[config.mk]
export PLATFORM = sky130hd
export DESIGN_NAME = gpio_input_conditioner
export DESIGN_NICKNAME = d
export VERILOG_FILES = /design/src/rtl/gpio_input_conditioner.sv
export SDC_FILE = /design/constraint.sdc
export NUM_CORES = 1
export LEC_CHECK = 0
export CORE_MARGIN = 2
export CORE_UTILIZATION = 45
export CTS_CLUSTER_SIZE = 24
export DETAILED_ROUTE_END_ITERATION = 8
export GPL_TIMING_DRIVEN = 0
export MAX_ROUTING_LAYER = met4
export PLACE_DENSITY = 0.72
export SLEW_MARGIN = 20
export SYNTH_ARGS = -nofsm -noshare
export SYNTH_HDL_FRONTEND = slang
export SYNTH_SLANG_ARGS = --single-unit
[constraint.sdc]
create_clock -name HCLK -period 8 [get_ports HCLK]
set_input_delay 1.6 -clock HCLK [delete_from_list [all_inputs] [get_ports HCLK]]
set_output_delay 1.6 -clock HCLK [all_outputs]
set_load 0.02 [all_outputs]
[src/rtl/gpio_input_conditioner.sv]
// Pad input conditioner for the GPIO PORTIN bus: per-pin synchronizer, tick-driven
// debounce filter and one-cycle rise/fall pulses aligned with the conditioned level.
module gpio_input_conditioner #(
  parameter int unsigned PORTWIDTH   = 16,
  parameter int unsigned CNT_WIDTH   = 8,
  parameter int unsigned SYNC_STAGES = 2,
  parameter int unsigned PRE_WIDTH   = 16
) (
  input  logic                 HCLK,
  input  logic                 HRESETn,
  input  logic [PORTWIDTH-1:0] PAD_IN,
  input  logic [PORTWIDTH-1:0] DB_EN,
  input  logic [CNT_WIDTH-1:0] DB_LIMIT,
  input  logic [PRE_WIDTH-1:0] PRESCALE,
  output logic [PORTWIDTH-1:0] PORTIN_O,
  output logic [PORTWIDTH-1:0] RISE,
  output logic [PORTWIDTH-1:0] FALL,
  output logic                 TICK
);

  localparam int unsigned CW1 = CNT_WIDTH + 1;

  logic [PORTWIDTH-1:0] sync_q [SYNC_STAGES];
  logic [PORTWIDTH-1:0] s_c;
  logic [PRE_WIDTH-1:0] pcnt_q, pcnt_d;
  logic                 tick_q, tick_d;
  logic [CNT_WIDTH-1:0] cnt_q [PORTWIDTH];
  logic [CNT_WIDTH-1:0] cnt_d [PORTWIDTH];
  logic [PORTWIDTH-1:0] out_q, out_d;
  logic [PORTWIDTH-1:0] rise_q, rise_d;
  logic [PORTWIDTH-1:0] fall_q, fall_d;
  logic [CNT_WIDTH-1:0] eff_limit_c;

  assign s_c         = sync_q[SYNC_STAGES-1];
  assign eff_limit_c = (DB_LIMIT == '0) ? CNT_WIDTH'(1) : DB_LIMIT;

  // Plain flop chain; no logic between stages.
  always_ff @(posedge HCLK or negedge HRESETn) begin : sync_ff
    if (!HRESETn) begin
      for (int k = 0; k < SYNC_STAGES; k++) sync_q[k] <= '0;
    end else begin
      sync_q[0] <= PAD_IN;
      for (int k = 1; k < SYNC_STAGES; k++) sync_q[k] <= sync_q[k-1];
    end
  end

  // Prescaler: >= compare so a lowered PRESCALE wraps at once instead of running to overflow.
  always_comb begin : pre_comb
    tick_d = 1'b0;
    pcnt_d = pcnt_q + PRE_WIDTH'(1);
    if (pcnt_q >= PRESCALE) begin
      tick_d = 1'b1;
      pcnt_d = '0;
    end
  end

  // Debounce: a differing level must be seen on eff_limit consecutive ticks.
  always_comb begin : db_comb
    out_d = out_q;
    for (int i = 0; i < PORTWIDTH; i++) begin
      cnt_d[i] = cnt_q[i];
      if (!DB_EN[i]) begin
        out_d[i] = s_c[i];
        cnt_d[i] = '0;
      end else if (s_c[i] == out_q[i]) begin
        cnt_d[i] = '0;
      end else if (tick_q) begin
        if (CW1'(cnt_q[i]) + CW1'(1) >= CW1'(eff_limit_c)) begin
          out_d[i] = s_c[i];
          cnt_d[i] = '0;
        end else begin
          cnt_d[i] = cnt_q[i] + CNT_WIDTH'(1);
        end
      end
    end
    rise_d = out_d & ~out_q;
    fall_d = ~out_d & out_q;
  end

  always_ff @(posedge HCLK or negedge HRESETn) begin : state_ff
    if (!HRESETn) begin
      pcnt_q <= '0;
      tick_q <= 1'b0;
      out_q  <= '0;
      rise_q <= '0;
      fall_q <= '0;
      for (int i = 0; i < PORTWIDTH; i++) cnt_q[i] <= '0;
    end else begin
      pcnt_q <= pcnt_d;
      tick_q <= tick_d;
      out_q  <= out_d;
      rise_q <= rise_d;
      fall_q <= fall_d;
      for (int i = 0; i < PORTWIDTH; i++) cnt_q[i] <= cnt_d[i];
    end
  end

  assign PORTIN_O = out_q;
  assign RISE     = rise_q;
  assign FALL     = fall_q;
  assign TICK     = tick_q;

endmodule

==> results.json <==
{
  "cts_made_buffers": 27,
  "path_clk_slew_ps": 60,
  "syn_area_um2": 13300,
  "avgViaCountPerCell": 5.56,
  "criticalPathCategory": "in -> reg",
  "area_growth_syn_to_layout_pct": 18.9,
  "yosysUniqueCellTypes": 49,
  "fmax_mhz": 196,
  "htreeDepth": 1,
  "grt_pass1_vias": 10300,
  "regArea_um2": 5630,
  "hold_class": "reg -> reg",
  "synth_cells": 1301,
  "wire_per_inst_um": 16.3,
  "cts_tree": "done",
  "coreArea_um2": 28900,
  "maxCapViolations": 0,
  "insertion_delay_ps": 530,
  "powerDensity_nw_per_um2": 174,
  "r2r_slack_ps": 4510,
  "synth-seq-area-share_pct": 42.5,
  "highest_layer": "met4",
  "drive_gt1_share_pct": 5.70,
  "rsz0062_at_grt": "no",
  "multi_input_comb_area_um2": 7400,
  "clockRootBuffer": "clkbuf_16",
  "vias": 10200,
  "critical_path.startpoint_type": "input port",
  "hold_viol": 0,
  "tightestPinTransition_ps": 1090,
  "met2_length_um": 14400,
  "nFillCells": 2568,
  "wl_um": 30000,
  "utilization_pct": 54.6,
  "final_cell_mix": "225 x dfrtp_1, 145 x ha_1, 122 x nand2_1",
  "drt_iter0_markers": 641,
  "synthArstFlopShare_pct": 100,
  "die-width_um": 176,
  "drc_errors": 0,
  "total_power_mw": 2.75,
  "cts_max_path_buffers": 3,
  "synth_fp_nets": 1504,
  "status": "finished clean",
  "clock_skew_ps": 8.05,
  "wl_met3_um": 1280,
  "synth_edf_count": 0,
  "die_y_um": 176,
  "gp_congestion": 0.864,
  "ir_drop_v": 0.000138,
  "dieArea_um2": 30800,
  "wl_met1_um": 13800,
  "hpwl_um": 20500,
  "stdcell_area_um2": 15800,
  "io_pins": 107,
  "rows": 62,
  "netlist.area_leader.share_pct": 42.5,
  "cts_resized": 0,
  "tns_ps": 0,
  "placed_cell_area_um2": 14900,
  "track_usage_pct": 20.4,
  "cts_sinks": 225,
  "leakage_nw": 7.73,
  "synth-seq-cells": 225,
  "path_max_fanout": 17,
  "ys.flop_type": "dfrtp_1",
  "io_buffer_count": 106,
  "gr-total-overflow": 0,
  "period_share_pct": 63.7,
  "ant_nets": 0,
  "fin_nets": 1641,
  "drtPass1Iterations": 7,
  "post_cts_buffers": 0,
  "slew_violations": 0,
  "slew_headroom_pct": 27.5,
  "syn_area_per_cell_um2": 10.2,
  "diodes": 0,
  "holdBufCountCts": 0,
  "yosys_warnings": 0,
  "grt_pass1_wl_um": 50200,
  "synth_area_leader_cell": "dfrtp_1",
  "fin_crit_ps": 5100,
  "setup_violations": 0,
  "grt_max_degree": 99,
  "initial_core_util_pct": 45.9,
  "cp.required_ps": 8470,
  "yosys-top-cells-area": "dfrtp_1 42%, ha_1 14%, a22o_1 5.2%",
  "final_common_cell": "dfrtp_1",
  "endpoint_kind": "flop",
  "arrival_ps": 5570,
  "antenna_found_initial": 1
}
## cell families after synthesis
| family | Yosys count | synth area share (%) |
|---|---|---|
| DFF | 225 | 42.5 |
| AOI/OAI and AO/OA | 283 | 15.7 |
| muxes | 22 | 1.87 |
| buffers and inverters | 58 | 1.71 |
| adders and majority gates | 158 | 14.7 |
| xor gates and xnor gates | 104 | 6.87 |
| and+or+nand+nor | 451 | 16.7 |
## where the power goes
part           internal, mW  leakage (nW)  switching (mW)
logic                 0.125          4.28           0.159
registers              1.18          3.01          0.0386
clock network         0.774         0.445           0.476
total                  2.08          7.73           0.674
## metal layers
metal | vias up | GRT usage (%)
met5 | - | -
met4 | 0 | 4.99
met3 | 45 | 3.03
met2 | 185 | 33.4
met1 | 4996 | 26.8
li1 | 4996 | -
## worst max-delay path, stage by stage
cell and delay (ps):
clkdlybuf4s50_1 400, inv_1 780, a41o_1 930, ha_1 370, nand2b_1 140, a21oi_1 160
maj3_1 230, o2111ai_1 230, nor2_1 460, mux2_2 250
## cells in the mapped netlist, drive strengths merged, types with 15 or more instances
cell type,n
xor2,46
nor3b,23
inv,45
nand2b,39
a21o,42
nand2,122
xnor2,58
o21ai,43
a22o,78
nor2,87
dfrtp,225
a21oi,41
nand3,84
and3,24
and2,17
nor2b,15
ha,145
mux2,22
## cell type report
class | instances | share of cell area [%]
Multi-Input combinational cell | 1018 | 46.9
Inverter | 45 | 1.07
Timing Repair Buffer | 108 | 7.11
Clock inverter | 9 | 0.794
Buffer | 13 | 0.365
Tap cell | 384 | 3.05
Clock buffer | 37 | 4.97
Sequential cell | 225 | 35.7
## worst paths after layout
check                                            from                    end  cells past startpoint
min in group asynchronous                     HRESETn     RISE[11]$_DFF_PN0_                      1
worst min register to register   sync_q[18]$_DFF_PN0_       s_c[2]$_DFF_PN0_                      0
max in group asynchronous                     HRESETn   sync_q[18]$_DFF_PN0_                      3
worst max-delay path                      DB_LIMIT[1]   cnt_q[0]$_DFFE_PN0P_                     10
worst max register to register  cnt_q[96]$_DFFE_PN0P_  PORTIN_O[3]$_DFF_PN0_                     11
worst min-delay path             sync_q[18]$_DFF_PN0_       s_c[2]$_DFF_PN0_                      0
## through the flow
stage                     std cells  setup WS [ps]  hold slack, ps
after floorplan                1301           3970             331
after global placement         1791          -4350             332
after detailed placement       1793           2300             335
after CTS                      1839           2850             348
after global routing           1839           2640             354
final                          1839           2900             341
## state kept, by name (all words and copies together), names as in the netlist
name,cells
cnt_q,128
FALL,16
PORTIN_O,16
RISE,16
pcnt_q,16
s_c,16
sync_q,16
TICK,1
(Power assumes the default switching activity.)
